===== config.mk =====
export PLATFORM = sky130hd
export DESIGN_NAME = crc_frame_tx
export DESIGN_NICKNAME = d
export VERILOG_FILES = /design/src/rtl/crc_frame_pkg.sv /design/src/rtl/crc_serial_step.sv /design/src/rtl/crc_frame_tx.sv
export SDC_FILE = /design/constraint.sdc
export NUM_CORES = 1
export LEC_CHECK = 0
export BUFFER_PORTS_ARGS = -buffer_cell sky130_fd_sc_hd__buf_2
export CAP_MARGIN = 20
export CORE_MARGIN = 5
export CORE_UTILIZATION = 45
export CTS_CLUSTER_DIAMETER = 100
export DETAILED_ROUTE_END_ITERATION = 10
export GPL_TIMING_DRIVEN = 1
export PLACE_DENSITY = 0.67
export SYNTH_ARGS = -nofsm -noshare
export SYNTH_HDL_FRONTEND = slang
export SYNTH_SLANG_ARGS = --single-unit

===== constraint.sdc =====
create_clock -name clk -period 1.9 [get_ports clk]
set_input_delay 0.57 -clock clk [delete_from_list [all_inputs] [get_ports clk]]
set_output_delay 0.57 -clock clk [all_outputs]
set_load 0.02 [all_outputs]

===== src/rtl/crc_frame_pkg.sv =====
// Shared types and default constants for the serial CRC frame transmitter.
// S_PREAMBLE exists only when CRC_FRAME_TX_PREAMBLE_EN is defined.
package crc_frame_pkg;

    typedef enum logic [1:0] {
        S_IDLE     = 2'd0,
        S_DATA     = 2'd1,
`ifdef CRC_FRAME_TX_PREAMBLE_EN
        S_CRC      = 2'd2,
        S_PREAMBLE = 2'd3
`else
        S_CRC      = 2'd2
`endif
    } state_t;

    localparam logic [4:0] DEF_POLY     = 5'b10011;
    localparam logic [3:0] DEF_SEED     = 4'h0;
    localparam logic [7:0] DEF_PREAMBLE = 8'hA5;

    function automatic int max3(input int a, input int b, input int c);
        int m;
        m = (a > b) ? a : b;
        return (m > c) ? m : c;
    endfunction

endpackage


===== src/rtl/crc_serial_step.sv =====
// One MSB-first serial CRC step: shift left, fold in the generator when the feedback bit is set.
// Purely combinational, no handshake.
module crc_serial_step #(
    parameter int                 CRC_WIDTH = 4,
    parameter logic [CRC_WIDTH:0] POLY      = 5'b10011
) (
    input  logic [CRC_WIDTH-1:0] crc,
    input  logic                 data_bit,
    output logic [CRC_WIDTH-1:0] crc_next
);

    logic feedback;

    always_comb begin
        feedback = data_bit ^ crc[CRC_WIDTH-1];
        crc_next = (crc << 1) ^ (feedback ? POLY[CRC_WIDTH-1:0] : '0);
    end

endmodule


===== src/rtl/crc_frame_tx.sv =====
// Serialises one payload word MSB first followed by its CRC; optional preamble under CRC_FRAME_TX_PREAMBLE_EN.
// First bit valid one cycle after accept; a bit advances only on tx_valid && tx_ready, otherwise everything holds.
module crc_frame_tx
    import crc_frame_pkg::*;
#(
    parameter int                   DATA_WIDTH = 12,
    parameter int                   CRC_WIDTH  = 4,
    parameter logic [CRC_WIDTH:0]   POLY       = DEF_POLY,
    parameter logic [CRC_WIDTH-1:0] SEED       = DEF_SEED,
    parameter logic [7:0]           PREAMBLE   = DEF_PREAMBLE
) (
    input  logic                  clk,
    input  logic                  rst,
    input  logic                  in_valid,
    input  logic [DATA_WIDTH-1:0] in_data,
    output logic                  in_ready,
    output logic                  tx_bit,
    output logic                  tx_valid,
    input  logic                  tx_ready,
    output logic                  tx_sof,
    output logic                  tx_eof,
    output logic                  busy
);

    localparam int CNT_W = $clog2(max3(DATA_WIDTH, CRC_WIDTH, 8) + 1);
    localparam logic [CNT_W-1:0] DATA_CNT = CNT_W'(DATA_WIDTH);
    localparam logic [CNT_W-1:0] CRC_CNT  = CNT_W'(CRC_WIDTH);
    localparam logic [CNT_W-1:0] ONE_CNT  = CNT_W'(1);

    state_t                  state;
    state_t                  state_nxt;
    logic [DATA_WIDTH-1:0]   shreg;
    logic [CRC_WIDTH-1:0]    crc;
    logic [CRC_WIDTH-1:0]    crc_step;
    logic [CNT_W-1:0]        cnt;
    logic                    accept;
    logic                    advance;
    logic                    last_bit;
`ifdef CRC_FRAME_TX_PREAMBLE_EN
    localparam logic [CNT_W-1:0] PRE_CNT = CNT_W'(8);
    logic [7:0]              pre_sreg;
`endif

    crc_serial_step #(
        .CRC_WIDTH (CRC_WIDTH),
        .POLY      (POLY)
    ) u_step (
        .crc       (crc),
        .data_bit  (shreg[DATA_WIDTH-1]),
        .crc_next  (crc_step)
    );

    always_ff @(posedge clk) begin
        if (rst) begin
            state <= S_IDLE;
        end else begin
            state <= state_nxt;
        end
    end

    always_comb begin
        state_nxt = state;
        in_ready  = 1'b0;
        tx_valid  = 1'b0;
        tx_bit    = 1'b0;
        tx_sof    = 1'b0;
        tx_eof    = 1'b0;
        busy      = 1'b1;
        last_bit  = (cnt == ONE_CNT);
        case (state)
            S_IDLE: begin
                in_ready = 1'b1;
                busy     = 1'b0;
                if (in_valid) begin
`ifdef CRC_FRAME_TX_PREAMBLE_EN
                    state_nxt = S_PREAMBLE;
`else
                    state_nxt = S_DATA;
`endif
                end
            end
`ifdef CRC_FRAME_TX_PREAMBLE_EN
            S_PREAMBLE: begin
                tx_valid = 1'b1;
                tx_bit   = pre_sreg[7];
                tx_sof   = (cnt == PRE_CNT);
                if (tx_ready && last_bit) state_nxt = S_DATA;
            end
`endif
            S_DATA: begin
                tx_valid = 1'b1;
                tx_bit   = shreg[DATA_WIDTH-1];
`ifndef CRC_FRAME_TX_PREAMBLE_EN
                tx_sof   = (cnt == DATA_CNT);
`endif
                if (tx_ready && last_bit) state_nxt = S_CRC;
            end
            S_CRC: begin
                tx_valid = 1'b1;
                tx_bit   = crc[CRC_WIDTH-1];
                tx_eof   = last_bit;
                if (tx_ready && last_bit) state_nxt = S_IDLE;
            end
            default: begin
                state_nxt = S_IDLE;
            end
        endcase
        accept  = in_ready && in_valid;
        advance = tx_valid && tx_ready;
    end

    // Datapath: counter reloads at each phase boundary so it always counts bits left in the current phase.
    always_ff @(posedge clk) begin
        if (rst) begin
            shreg    <= '0;
            crc      <= SEED;
            cnt      <= '0;
`ifdef CRC_FRAME_TX_PREAMBLE_EN
            pre_sreg <= '0;
`endif
        end else if (accept) begin
            shreg    <= in_data;
            crc      <= SEED;
`ifdef CRC_FRAME_TX_PREAMBLE_EN
            pre_sreg <= PREAMBLE;
            cnt      <= PRE_CNT;
`else
            cnt      <= DATA_CNT;
`endif
        end else if (advance) begin
            case (state)
`ifdef CRC_FRAME_TX_PREAMBLE_EN
                S_PREAMBLE: begin
                    pre_sreg <= pre_sreg << 1;
                    cnt      <= last_bit ? DATA_CNT : cnt - ONE_CNT;
                end
`endif
                S_DATA: begin
                    shreg <= shreg << 1;
                    crc   <= crc_step;
                    cnt   <= last_bit ? CRC_CNT : cnt - ONE_CNT;
                end
                S_CRC: begin
                    crc <= crc << 1;
                    cnt <= cnt - ONE_CNT;
                end
                default: begin
                    cnt <= cnt;
                end
            endcase
        end
    end

endmodule


==> flow_metrics.tcl <==
set metrics [dict create \
    rsz0062_at_grt "yes" \
    finalSetupViolCount 2 \
    diodes 0 \
    fin_tns_setup_ps -84.3 \
    routedWlPerCell_microns 13.4 \
    worstPathCellList "clkinvlp_4 -> ha_4 -> a22oi_2 -> nor2b_4 -> buf_6" \
    synth_cells 138 \
    fin_crit_ps 1970 \
    drc_errors 0 \
    grt-ovfl-total 0 \
    initial_core_util 0.481 \
    rows 18 \
    nets 190 \
    worstPathRequired_ps 1330 \
    critical_path_class "reg2out" \
    postPlaceCellArea_sq_um 1330 \
    power_mw 2.07 \
    die_h_microns 61.9 \
    cts_tree "built" \
    root_buffer "clkbuf_4" \
    slew_viol_final 0 \
    insertion_delay_ps 310 \
    synth_area_per_cell_sq_um 8.79 \
    max_freq_mhz 509 \
    cp_slowest_cell "dfxtp_4" \
    final_common_cell "nand2_1" \
    finClkSkew_ps 13.3 \
    grt_first_pass_wirelength_mm 4.44 \
    dpl.hpwl_mm 1.86 \
    min_path_type "reg2reg" \
    ys_seq_elements 22 \
    violations "negative setup slack" \
    drt_iter0_markers 20 \
    vias 1039 \
    mostFrequentLayoutCells "nand2_1, nor2_1, dfxtp_1, buf_2" \
    clkPwrFrac 0.126 \
    critPathArrivalTime_ps 1400 \
    wl_mm 2.62 \
    clock_sinks 22 \
    ir_drop_mv 0.774 \
    synth_cell_types 28 \
    drive_gt1_frac 0.388 \
    ant_nets 0 \
    io_pins 22 \
    globalplace.congestion 0.822 \
    clockBufferDepth 2 \
    fin_util 0.594 \
    cts_buffers 3 \
    seq_power_share 0.339 \
    grt_use_total 0.153 \
    setup_ws_ps -66.4 \
    clk_pin_slew_worst_paths_ps 130 \
    slowest_delay_ps 390 \
    path_buf_inv 2 \
    first_pass_iters 6 \
    syn_area_sq_um 1210 \
    max-cap-violations 0 \
    port-buffer-count 21 \
    synthToLayoutAreaGrowth_pct 23.6 \
    leakage_nw 0.577 \
    combPwrFrac 0.535 \
    worst_pin_slew_ps 513 \
    holdWs_ps 472 \
    fin_area_sq_um 1500 \
    ys.warnings.count 0 \
    antenna_found_initial 0 \
    startpoint_type "register" \
    coreArea_sq_um 2520 \
    die_x_microns 61.9 \
    run_status "finished, violations left" \
    swShare 0.419 \
    p_per_area_nw_per_um2 1380 \
    grt_pass1_vias 1019 \
    p_sw_mw 0.868 \
    synth_fp_nets 162 \
    maxSlewHeadroom 0.653 \
    hold_violations 0 \
    intPower_mw 1.20 \
    end_kind "output port" \
    critical-path-top-delay-family "flip-flops" \
    finalCritPeriodShare 1.03 \
    critPathMaxFanout 4 \
    vias_per_cell 5.33 \
    htreeDepth 1 \
    grt_max_degree 23 \
    ys_seq_area_frac 0.363 \
    die_area_sq_um 3830 \
]
-- flip-flops by register name (all words and copies together) (netlist names) --
register	cells
cnt	4
crc	4
shreg	12
state	2
-- worst paths after layout --
path            start     end  slack (ps)  cells past startpoint
max          state[0]  tx_bit         -70                      5
max reg2reg  state[0]  cnt[3]         190                      7
min reg2reg    crc[1]  crc[2]         470                      2
min            crc[1]  crc[2]         470                      2
-- routing by layer --
metal	wire length [microns]	track usage
met3	96	0.0310
met2	1330	0.271
met5	0	0
met1	1130	0.191
met4	66	0.0364
-- synthesized netlist by cell type --
cell type | count | area, sq um
a22oi_1 | 2 | 15.0
a41o_2 | 1 | 11.3
nor2b_1 | 1 | 6.26
or3_1 | 1 | 6.26
inv_1 | 5 | 18.8
and4_2 | 1 | 10.0
and2_1 | 2 | 12.5
nand2b_1 | 1 | 6.26
o21ai_0 | 1 | 5.00
xnor2_1 | 2 | 17.5
nand2_1 | 31 | 116
buf_6 | 3 | 33.8
a211oi_1 | 2 | 15.0
dfxtp_1 | 22 | 440
clkbuf_1 | 1 | 3.75
nor2_1 | 22 | 82.6
nor3_2 | 1 | 10.0
a21oi_1 | 7 | 35.0
nor4b_1 | 1 | 8.76
and4bb_2 | 1 | 12.5
mux2i_1 | 3 | 30.0
nor3_1 | 2 | 10.0
ha_1 | 8 | 100
buf_1 | 1 | 3.75
o22ai_1 | 1 | 6.26
buf_2 | 3 | 15.0
a21o_4 | 1 | 15.0
a311oi_2 | 11 | 165
-- power by group through the flow --
stage	combinational (mW)	sequential [mW]	clock, mW
6_report	1.11	0.703	0.260
3_3_place_gp	0.923	0.680	0
4_1_cts	1.09	0.696	0.268
3_5_place_dp	0.940	0.689	0
2_1_floorplan	0.794	0.663	0
5_1_grt	1.23	0.723	0.287
-- per-stage QoR --
stage | std cells | setup slack, ps
3_5_place_dp | 185 | 156
3_3_place_gp | 185 | 246
5_1_grt | 195 | -127
4_1_cts | 194 | -60.7
6_report | 195 | -66.4
2_1_floorplan | 138 | 115
-- timing repair --
| action | 4_1_cts | 5_1_grt |
|---|---|---|
| endpoints found under the setup margin | 4 | 4 |
| pin swaps | 3 | 1 |
| setup buffers | 5 | 1 |
| hold buffers | 0 | 0 |
| resized for setup | 22 | 3 |
-- cells by family (layout without fill, tap and decap cells) --
kind of cell,after synthesis,after routing,share of synthesized area
AND/OR/NAND/NOR,64,64,0.232
AO/OA/AOI/OAI,26,26,0.221
flip-flops,22,22,0.363
buffers and inverters,13,40,0.0619
adder cells (fa/ha/maj),8,8,0.0826
multiplexers,3,3,0.0248
XOR/XNOR,2,2,0.0145
-- area by class of cell --
type                            instances  area [sq um]
Fill cell                             228          1020
Inverter                                5          25.0
Sequential cell                        22           449
Multi-Input combinational cell        103           756
Tap cell                               30          37.5
Clock buffer                            4          36.3
Timing Repair Buffer                   31           195
-- worst reg2reg max path: cells and delay by family, from the launching register on --
| family | cells | cell delay, ps |
|---|---|---|
| AOI/OAI and AO/OA | 1 | 80 |
| adders and majority gates | 1 | 200 |
| and+or+nand+nor | 2 | 530 |
| DFF | 1 | 390 |
| buffers and inverters | 2 | 260 |
| muxes | 1 | 150 |
Note: power is estimated with default switching activity, not from simulation.
